==> src/rtl/pipe_pkg.sv <==
// Shared types and widths for the pipeline controller: state encoding,
// register-index and counter widths, and the bundle of control strobes.
package pipe_pkg;

    localparam int REG_W = 5;
    localparam int CNT_W = 32;

    typedef enum logic [1:0] {
        RUN   = 2'd0,
        DWAIT = 2'd1,
        TRAP  = 2'd2
    } pipe_state_t;

    typedef struct packed {
        logic pc_stall;
        logic stall_ifid;
        logic flush_ifid;
        logic stall_idex;
        logic flush_idex;
        logic stall_exmem;
        logic flush_exmem;
        logic flush_memwb;
        logic redirect_trap;
    } pipe_ctl_t;

    // Freeze everything up to EX/MEM and drop a bubble into MEM/WB.
    function automatic pipe_ctl_t ctl_dwait();
        pipe_ctl_t c;
        c             = '0;
        c.pc_stall    = 1'b1;
        c.stall_ifid  = 1'b1;
        c.stall_idex  = 1'b1;
        c.stall_exmem = 1'b1;
        c.flush_memwb = 1'b1;
        return c;
    endfunction

    // Kill the three younger instructions and steer fetch to the trap vector.
    function automatic pipe_ctl_t ctl_trap();
        pipe_ctl_t c;
        c               = '0;
        c.flush_ifid    = 1'b1;
        c.flush_idex    = 1'b1;
        c.flush_exmem   = 1'b1;
        c.redirect_trap = 1'b1;
        return c;
    endfunction

endpackage

==> src/rtl/hazard_detect.sv <==
// Load-use hazard compare between the ID sources and the load destination in EX.
module hazard_detect
    import pipe_pkg::*;
(
    input  logic [REG_W-1:0] rs1,
    input  logic [REG_W-1:0] rs2,
    input  logic             rs1_used,
    input  logic             rs2_used,
    input  logic [REG_W-1:0] rd_ex,
    input  logic             mem_read_ex,
    output logic             load_use
);

    logic rs1_hit;
    logic rs2_hit;

    assign rs1_hit  = rs1_used && (rs1 == rd_ex);
    assign rs2_hit  = rs2_used && (rs2 == rd_ex);
    // x0 is hard-wired zero, so a load targeting it never creates a dependency.
    assign load_use = mem_read_ex && (rd_ex != '0) && (rs1_hit || rs2_hit);

endmodule

==> src/rtl/pipe_ctrl.sv <==
// Pipeline stall/flush controller for a 5-stage core.
// Optional performance counters are built in when PIPE_CTRL_PERF_EN is defined.
//
// state | meaning
// RUN   | normal flow; trap > dmem wait > branch > load-use > imem wait
// DWAIT | data memory busy; freeze up to EX/MEM until dmem_ready
// TRAP  | one cycle after a trap; drop the instruction fetched meanwhile
module pipe_ctrl
    import pipe_pkg::*;
(
    input  logic             clk,
    input  logic             rst,
    input  logic [REG_W-1:0] rs1_ID,
    input  logic [REG_W-1:0] rs2_ID,
    input  logic             rs1_used_ID,
    input  logic             rs2_used_ID,
    input  logic [REG_W-1:0] rd_EX,
    input  logic             mem_read_EX,
    input  logic             branch_taken_EX,
    input  logic             imem_ready,
    input  logic             dmem_req_MEM,
    input  logic             dmem_ready,
    input  logic             trap_MEM,
    output logic             pc_stall,
    output logic             stall_IFID,
    output logic             flush_IFID,
    output logic             stall_IDEX,
    output logic             flush_IDEX,
    output logic             stall_EXMEM,
    output logic             flush_EXMEM,
    output logic             flush_MEMWB,
    output logic             redirect_trap
`ifdef PIPE_CTRL_PERF_EN
    ,
    output logic [CNT_W-1:0] stall_cycles,
    output logic [CNT_W-1:0] flush_events
`endif
);

    pipe_state_t state;
    pipe_state_t state_nxt;
    pipe_ctl_t   ctl;
    logic        load_use;

    hazard_detect u_hazard (
        .rs1         (rs1_ID),
        .rs2         (rs2_ID),
        .rs1_used    (rs1_used_ID),
        .rs2_used    (rs2_used_ID),
        .rd_ex       (rd_EX),
        .mem_read_ex (mem_read_EX),
        .load_use    (load_use)
    );

    always_comb begin
        ctl       = '0;
        state_nxt = state;
        if (!rst) begin
            unique case (state)
                RUN: begin
                    if (trap_MEM) begin
                        ctl       = ctl_trap();
                        state_nxt = TRAP;
                    end else if (dmem_req_MEM && !dmem_ready) begin
                        ctl       = ctl_dwait();
                        state_nxt = DWAIT;
                    end else if (branch_taken_EX) begin
                        ctl.flush_ifid = 1'b1;
                        ctl.flush_idex = 1'b1;
                    end else if (load_use) begin
                        ctl.pc_stall   = 1'b1;
                        ctl.stall_ifid = 1'b1;
                        ctl.flush_idex = 1'b1;
                    end else if (!imem_ready) begin
                        ctl.pc_stall   = 1'b1;
                        ctl.flush_ifid = 1'b1;
                    end
                end
                DWAIT: begin
                    // A branch in EX is left for the first RUN cycle after exit.
                    if (!dmem_ready) begin
                        ctl = ctl_dwait();
                    end else if (trap_MEM) begin
                        ctl       = ctl_trap();
                        state_nxt = TRAP;
                    end else begin
                        state_nxt = RUN;
                    end
                end
                TRAP: begin
                    ctl.flush_ifid = 1'b1;
                    state_nxt      = RUN;
                end
                default: begin
                    state_nxt = RUN;
                end
            endcase
        end
    end

    always_ff @(posedge clk or posedge rst) begin
        if (rst) begin
            state <= RUN;
        end else begin
            state <= state_nxt;
        end
    end

    // A frozen register must keep its contents, so a stall masks any flush.
    assign pc_stall      = ctl.pc_stall;
    assign stall_IFID    = ctl.stall_ifid;
    assign flush_IFID    = ctl.flush_ifid & ~ctl.stall_ifid;
    assign stall_IDEX    = ctl.stall_idex;
    assign flush_IDEX    = ctl.flush_idex & ~ctl.stall_idex;
    assign stall_EXMEM   = ctl.stall_exmem;
    assign flush_EXMEM   = ctl.flush_exmem & ~ctl.stall_exmem;
    assign flush_MEMWB   = ctl.flush_memwb;
    assign redirect_trap = ctl.redirect_trap;

`ifdef PIPE_CTRL_PERF_EN
    always_ff @(posedge clk or posedge rst) begin
        if (rst) begin
            stall_cycles <= '0;
            flush_events <= '0;
        end else begin
            if (pc_stall) begin
                stall_cycles <= stall_cycles + 1'b1;
            end
            if (flush_IDEX || flush_EXMEM) begin
                flush_events <= flush_events + 1'b1;
            end
        end
    end
`endif

endmodule

==> config.mk <==
export PLATFORM = sky130hd
export DESIGN_NAME = pipe_ctrl
export DESIGN_NICKNAME = d
export VERILOG_FILES = /design/src/rtl/pipe_pkg.sv /design/src/rtl/hazard_detect.sv /design/src/rtl/pipe_ctrl.sv
export SDC_FILE = /design/constraint.sdc
export NUM_CORES = 1
export LEC_CHECK = 0
export ABC_AREA = 0
export CAP_MARGIN = 15
export CORE_AREA = 2 2 39 41
export CTS_CLUSTER_DIAMETER = 150
export CTS_CLUSTER_SIZE = 10
export DETAILED_ROUTE_END_ITERATION = 8
export DIE_AREA = 0 0 41 43
export GPL_TIMING_DRIVEN = 0
export PLACE_DENSITY = 0.72
export SLEW_MARGIN = 20
export SYNTH_ARGS = -nofsm -noshare
export SYNTH_HDL_FRONTEND = slang
export SYNTH_SLANG_ARGS = --single-unit
==> constraint.sdc <==
create_clock -name clk -period 1.91 [get_ports clk]
set_input_delay 0.4775 -clock clk [delete_from_list [all_inputs] [get_ports clk]]
set_output_delay 0.4775 -clock clk [all_outputs]
set_load 0.03 [all_outputs]
== Word level (Yosys, flattened, before mapping) ==
Cells that the tools add are included.

* Flip-flop bits (word level): 2
* Input port bits: 25
* Word-level logic and storage cells: 47

* Equality and inequality tests: 6
* Mux-type cells: 23
* Bitwise gates (word level): 7
* Reductions and logical operators: 10

{| class="wikitable"
|+ Operator list
! kind !! number
|-
| 2-to-1 mux 9 bit || 3
|-
| one-hot mux 6 bit (2 select lines) || 1
|-
| == test 5 bit || 2
|-
| 2-to-1 mux 2 bit || 5
|-
| 2-to-1 mux 1 bit || 8
|-
| one-hot mux 2 bit (2 select lines) || 2
|-
| 2-to-1 mux 7 bit || 1
|-
| logical AND 1 bit || 5
|-
| nonzero test 5 bit || 1
|-
| 2-to-1 mux 4 bit || 1
|-
| NOT 1 bit || 4
|-
| bitwise AND 1 bit || 3
|-
| 2-to-1 mux 3 bit || 1
|-
| != test 3 bit, second input constant || 1
|-
| one-hot mux 1 bit (3 select lines) || 1
|-
| AND reduction 3 bit || 1
|-
| == test 2 x 1 -> 1 bit, second input constant || 1
|-
| == test 2 bit, second input constant || 1
|-
| zero test 2 bit || 1
|-
| != test 2 bit, second input constant || 1
|-
| zero test 1 bit || 1
|-
| logical OR 1 bit || 1
|}

== Depth between registers and ports, before layout ==
Gate-level depths: netlist (run 1).

* Depth in word-level cells: 12
* Mapped depth: 4
* Gate-level depth less buffers: 4

== Cells and area by module ==
From an unflattened synthesis (run 1), not the netlist that was laid out.

* Cells, all modules: 51
* Area total of the unflattened synthesis: 379.1 um2

{| class="wikitable"
|+ By module, submodules not included
! module !! times used !! cells an instance !! area each (um2) !! seq. area each (um2)
|-
| pipe_ctrl || 1 || 34 || 245.2 || 50.0
|-
| hazard_detect || 1 || 17 || 133.9 || 0.0
|}

== Worst setup path after synthesis (run 1) ==
OpenSTA, ideal clock, no wires.

* Path kind: input-to-output
* From: input rst
* To: output flush_IDEX
* Data arrival time: 1790 ps
* Path slack: -358 ps
* Cell stages on the path: 4
* Path buffers: 0
* Cells stage by stage: or2_2 -> a221oi_1 -> nand2_1 -> o21ai_0

* Cells in the longest elaborated chain, start to end: 3

{| class="wikitable"
|+ RTL lines
! element !! line !! text
|-
| start, declared || pipe_ctrl.sv:12 || <nowiki>input logic rst,</nowiki>
|-
| 2-to-1 mux 9 bit * || pipe_ctrl.sv:58 || <nowiki>if (!rst) begin</nowiki>
|-
| NOT 1 bit || pipe_ctrl.sv:114 || <nowiki>assign flush_IDEX = ctl.flush_idex & ~ctl.stall_idex;</nowiki>
|-
| bitwise AND 1 bit * || pipe_ctrl.sv:114 ||
|-
| end, declared || pipe_ctrl.sv:28 || <nowiki>output logic flush_IDEX,</nowiki>
|}

Mark *: on every way between the ends. The rest lies on a longest branch, timed or not.

== Worst setup path in the final report (run 1) ==
* From: input rs1_ID[2]
* To: output flush_IFID

* Cells in the longest elaborated chain, start to end: 12
* Elaborated cells on any way between the ends: 15
* Classes of those cells: eq/ne (1); mux (9); bitwise (2); reduce/logical (3)

{| class="wikitable"
|+ RTL lines
! element !! line !! text
|-
| start, declared || pipe_ctrl.sv:13 || <nowiki>input logic [REG_W-1:0] rs1_ID,</nowiki>
|-
| == test 5 bit * || hazard_detect.sv:17 || <nowiki>assign rs1_hit = rs1_used && (rs1 == rd_ex);</nowiki>
|-
| logical AND 1 bit * || hazard_detect.sv:17 ||
|-
| logical OR 1 bit * || hazard_detect.sv:20 || <nowiki>assign load_use = mem_read_ex && (rd_ex != '0) && (rs1_hit || rs2_hit);</nowiki>
|-
| logical AND 1 bit * || hazard_detect.sv:20 ||
|-
| 2-to-1 mux 1 bit || pipe_ctrl.sv:70 || <nowiki>end else if (load_use) begin</nowiki>
|-
| 2-to-1 mux 2 bit || pipe_ctrl.sv:67 || <nowiki>end else if (branch_taken_EX) begin</nowiki>
|-
| 2-to-1 mux 3 bit * || pipe_ctrl.sv:64 || <nowiki>end else if (dmem_req_MEM && !dmem_ready) begin</nowiki>
|-
| 2-to-1 mux 9 bit * || pipe_ctrl.sv:61 || <nowiki>if (trap_MEM) begin</nowiki>
|-
| one-hot mux 2 bit (2 select lines) || pipe_ctrl.sv:59 || <nowiki>unique case (state)</nowiki>
|-
| 2-to-1 mux 9 bit * || pipe_ctrl.sv:58 ||
|-
| NOT 1 bit || pipe_ctrl.sv:112 || <nowiki>assign flush_IFID = ctl.flush_ifid & ~ctl.stall_ifid;</nowiki>
|-
| bitwise AND 1 bit * || pipe_ctrl.sv:112 ||
|-
| end, declared || pipe_ctrl.sv:26 || <nowiki>output logic flush_IFID,</nowiki>
|}

Marks and branches as above.

==> qor.txt, run 1 <==
Setup violations, final = 4
Largest family of logic cells by synthesized area = compound AO/OA/AOI/OAI gates
Mapped Avg Cell Area = 7.20 µm²
Max_slew headroom = 0.723
Synth warn = 0
Commonest cells post-synth = 8 x xor2_1, 6 x o21ai_0, 5 x inv_1
Tcrit/Tclk final = 1.14
Critical Path Sink Type = primary output
Die Footprint = 0.00176 mm²
CTS Sinks = 2
Gpl congestion = 0.711
Ys flop type = dfrtp_1
Hold_buf cts = 0
Syn Inst Count = 53
IO Count = 34
H-tree depth = 1
Clk_skew = 0.957 ps
Tot GR Track Use = 0.169
IO Port Bufs = 33
Compound-gate portion of the synthesized area = 0.308
Drt pass-1 iters = 3
Critical Path AT = 1700 ps
CTS tree = yes
Nets = 118
Bufs on Longest Clock Path = 2
Finished Layout Cells = 107
Worst setup margin = -265 ps
Final Max Tran Viols = 0
Initial antenna violation count = 0
Max FFs per register = 2
Largest net degree at the start of global routing = 9
Worst Hold Margin = 275 ps
Placed cell count = 102
Register area share after synthesis = 0.131
Worst hold path class = primary input to async pin
Post-Syn Nets = 78
Clock root cell = clkbuf_4
Synthesis-to-layout area growth = 125%
Largest registers = state: 2 flops
VDD IR max = 361 µV
Core Box Area = 0.00138 mm²
Clock Latency Late Sink = 220 ps
Critical path class = primary input to primary output
Multiplexer area fraction after synthesis = 0
Count leader, synth = xor2_1
Failing checks = negative setup slack
Least-Margin Pin Slew = 415 ps
Vias in the first global route = 528
Clk slew on worst S/H paths = 30 ps
Post-synthesis register bit count = 2
Die width = 41 µm
Ant. Diodes = 0
Reg with most FFs = state
Global-route wire length before repair = 2030 µm
Std cell rows = 14
WL per Instance = 13.4 µm
DIE HEIGHT = 43 µm
RSZ-0062 raised after global routing = true
DRC = 0
Cell area after synthesis = 382 µm²
Post-Synth Adder-Cell Area = 0
PwrDens = 421 mW/mm²
TritonCTS Buffers = 3
Overflow after GRT = 0
Synth area leaders = xor2_1 18%, dfrtp_1 13%, o21ai_0 7.9%
DRT iter0 DRCs = 1
Post-Route WL = 1440 µm
Final hold vios = 0
DR vias = 533
Library cells used by synthesis = 26
Cell taking the most area after synthesis = xor2_1
Static Leak = 0.382 nW
Max Clk Rate = 0.460 GHz
Vias per inst = 4.98
Hpwl dp = 1030 µm
Share of layout cells above drive strength 1 = 0.538
Utilization after layout = 0.621
Status = finished, violations left
Minimum clock period = 2180 ps
CP startpoint kind = primary input
Worst endpoint required time = 1430 ps
Number of flops mapped to enable cells by yosys = 0
Synth Area in XOR/XNOR = 0.230
CP Max Fanout = 4
Yosys top cell area share = 0.184
Starting Density = 0.276
Max-Cap Viols = 0
Post-synth ARST share = 1.00
Post-Synth Simple-Gate Area = 0.243
Antenna Nets Post-Route = 0
-- stage by stage --
step                      area (µm²)  worst slack, ps  TNS, ps  power [mW]
final                            860             -265     -884       0.362
after global routing             860             -310    -1100       0.385
after global placement           744            -1160    -8730       0.237
after floorplan                  394             -149     -598       0.144
after detailed placement         744            -1200    -9050       0.239
after CTS                        816             -262     -922       0.347
-- final timing paths --
check / slack, ps / endpoint / startpoint / cells past startpoint
setup reg to reg: 690 / state[1]$_DFFE_PP0P_ / state[1]$_DFFE_PP0P_ / 4
min in group clk: 630 / state[1]$_DFFE_PP0P_ / state[1]$_DFFE_PP0P_ / 1
hold / removal: 280 / state[0]$_DFFE_PP0P_ / rst / 2
max in group asynchronous: 1500 / state[1]$_DFFE_PP0P_ / rst / 2
setup / recovery: -270 / flush_IFID / rs1_ID[2] / 6
hold reg to reg: 630 / state[1]$_DFFE_PP0P_ / state[1]$_DFFE_PP0P_ / 1
-- power breakdown --
group / total, mW / internal, mW / switching, mW
registers: 0.0618 / 0.0477 / 0.0141
logic: 0.209 / 0.104 / 0.105
clock network: 0.0910 / 0.0691 / 0.0219
total: 0.362 / 0.220 / 0.141
-- worst max-delay path: stages --
cell,delay (ps)
buf_2,100
xor2_1,180
nor4_4,310
a32oi_2,210
o211a_4,290
buf_6,130
-- cell families after synthesis --
logic type      count (synthesis)
compound gates                 17
simple gates                   17
xor+xnor                       10
buf+inv                         7
flops                           2
-- per-layer routing --
layer / vias up / global-route usage / wire (µm)
met2: 28 / 0.281 / 732
met5: - / 0 / 0
met3: 0 / 0.105 / 238
li1: 262 / - / -
met4: 0 / 0.0733 / 0
met1: 243 / 0.151 / 465
-- cell usage in the layout, fill, tap and decap left out, types with 2 or more instances in the layout --
cell,n
xor2_2,4
buf_8,2
nand2b_1,2
nor4_4,3
xnor2_1,2
dlygate4sd2_1,5
nand2_1,4
o21ai_1,4
dfrtp_1,2
buf_4,8
clkdlybuf4s50_1,4
buf_2,5
inv_2,2
buf_6,5
clkbuf_4,4
and2_1,2
inv_1,3
clkbuf_2,4
xor2_1,4
-- area by class of cell --
class / instances / area (µm²)
fill: 132 / 524
multi-input combinational: 44 / 434
timing repair buffer: 35 / 299
sequential: 2 / 50.0
clock buffer: 3 / 22.5
tap: 16 / 20.0
inverter: 5 / 18.8
buffer: 2 / 15.0
-- timing repair --
| item | 4_1_cts | 5_1_grt |
|---|---|---|
| setup buffers | 2 | 0 |
| endpoints found under the setup margin | 9 | 8 |
| pin swaps | 15 | 14 |
| gates resized for setup | 126 | 21 |
Power figures use the tool's default switching activity.
==> run 2, diff against run 1 <==
Settings changed: PLACE_DENSITY 0.72 to 0.76.
==> qor.txt, run 2 (synthesis results as in run 1) <==
Placed Instance Area = 744 µm²
Tcrit/Tclk final = 1.12
Starting Density = 0.276
Ant. Diodes = 0
Critical Path AT = 1670 ps
Clk_skew = 4.00 ps
Max Clk Rate = 0.466 GHz
Setup violations, final = 4
DR vias = 547
Sequential Power Share = 0.177
Hpwl dp = 1010 µm
Synthesis-to-layout area growth = 117%
Nets = 118
Crit-path leading delay family = simple AND/OR/NAND/NOR gates
Slowest CP cell = or4_4
Vias in the first global route = 544
CTS Sinks = 2
Number of fill cells = 144
Reg2reg start = state[1]$_DFFE_PP0P_
Clock root cell = clkbuf_4
Post-route cell area = 830 µm²
Std cell rows = 14
P_int = 0.218 mW
Worst setup margin = -238 ps
CTS tree = yes
IO Count = 34
WL per Instance = 13.0 µm
Met2 usage = 0.294
DRC = 0
Critical Path Stages = 6
Reg2Reg Depth = 3
Bufs on Longest Clock Path = 2
Critical path class = primary input to primary output
Worst endpoint required time = 1430 ps
VDD IR max = 320 µV
CP Max Fanout = 3
Setup crit start = rd_EX[4]
Critical path, cell by cell = buf_8 > or4_4 > o21a_1 > nand2_1 > o211a_4 > buf_6
Largest net degree at the start of global routing = 9
Drt pass-1 iters = 2
GR Util met1 = 0.144
Combinational share of power = 0.561
NetSw = 0.133 mW
Die width = 41 µm
Clock Latency Late Sink = 220 ps
Reg with most FFs = state
PwrDens = 422 mW/mm²
Vias per inst = 5.11
Status = finished, violations left
Worst hold path class = primary input to async pin
Largest registers = state: 2 flops
H-tree depth = 1
CP bufs+invs = 2
Post-Route WL = 1390 µm
Final hold vios = 0
Clk slew on worst S/H paths = 30 ps
Clock Power Share = 0.261
DRT iter0 DRCs = 1
Antenna Nets Post-Route = 0
IO Port Bufs = 33
GRT met3 Usage = 0.0628
Max FFs per register = 2
Overflow after GRT = 0
Failing checks = negative setup slack
Leading cell type in the layout, fill and taps excluded = buf_4
CP peak stage delay = 520 ps
DIE HEIGHT = 43 µm
Minimum clock period = 2150 ps
CP startpoint kind = primary input
Tot GR Track Use = 0.163
RSZ-0062 raised after global routing = true
Max_slew headroom = 0.748
Max-Cap Viols = 0
Die Footprint = 0.00176 mm²
Least-Margin Pin Slew = 378 ps
Final Max Tran Viols = 0
Share of layout cells above drive strength 1 = 0.484
Critical Path Sink Type = primary output
Gpl congestion = 0.657
Reg2reg setup slack = 780 ps
TritonCTS Buffers = 3
Core Box Area = 0.00138 mm²
Initial antenna violation count = 0
Switching fraction of total power = 0.378
Post-Place Worst Slack = -1160 ps
Commonest non-fill, non-tap cells in the layout = 8 x buf_4, 7 x xor2_1, 6 x dlygate4sd2_1, 6 x buf_2
Gr busiest metal = met2
Global-route wire length before repair = 2030 µm
Static Leak = 0.383 nW
-- run 2: cell type report --
| cell class | count | area [µm²] | share of cell area |
|---|---|---|---|
| Clock buffer | 3 | 22.5 | 0.0271 |
| Buffer | 2 | 15.0 | 0.0181 |
| Inverter | 5 | 18.8 | 0.0226 |
| Multi-Input combinational cell | 44 | 395 | 0.477 |
| Timing Repair Buffer | 35 | 307 | 0.370 |
| Tap cell | 16 | 20.0 | 0.0241 |
| Sequential cell | 2 | 51.3 | 0.0618 |
-- run 2: worst paths after layout --
check | endpoint
max | flush_IFID
min | state[0]$_DFFE_PP0P_
min reg2reg | state[1]$_DFFE_PP0P_
min in group clk | state[1]$_DFFE_PP0P_
max in group asynchronous | state[1]$_DFFE_PP0P_
max reg2reg | state[1]$_DFFE_PP0P_
-- run 2: routing by layer --
layer,up-vias,wire length (µm)
met2,28,685
met3,0,222
met1,254,486
met4,0,0
li1,265,-
met5,-,0
-- run 2: worst register-to-register path, delay by kind of cell (launching register included) --
| kind | cells | cell delay [ps] |
|---|---|---|
| simple gates | 1 | 300 |
| compound gates | 2 | 320 |
| flops | 1 | 440 |
-- run 2: metrics by stage --
stage,util,cells,setup TNS (ps),total power [mW],hold WS [ps]
global route,0.599,107,-1080,0.380,284
global placement,0.538,102,-8730,0.236,584
CTS,0.562,106,-909,0.338,265
floorplan,-,53,-598,0.144,240
finish,0.599,107,-825,0.350,275
detailed placement,0.538,102,-8600,0.239,602
-- run 2: power by group through the flow --
| stage | registers (mW) | clock network, mW | logic, mW |
|---|---|---|---|
| 3_3_place_gp | 0.0573 | 0 | 0.179 |
| 3_5_place_dp | 0.0576 | 0 | 0.182 |
| 4_1_cts | 0.0597 | 0.0980 | 0.181 |
| 2_1_floorplan | 0.0553 | 0 | 0.0888 |
| 5_1_grt | 0.0630 | 0.105 | 0.211 |
| 6_report | 0.0621 | 0.0915 | 0.197 |
-- run 2: repair_timing --
item | CTS | global route
hold endpoints to repair | 0 | 0
pin swaps | 16 | 6
cloned | 0 | 0
hold buffers | 0 | 0
setup endpoints to repair | 9 | 9
gates resized for setup | 112 | 19
buffers inserted | 1 | 1
==> run 3, diff against run 2 <==
Settings changed: CAP_MARGIN 15 to 20.
==> results of run 3 <==
Final layout, timing and power as in run 2 (identical DEF).
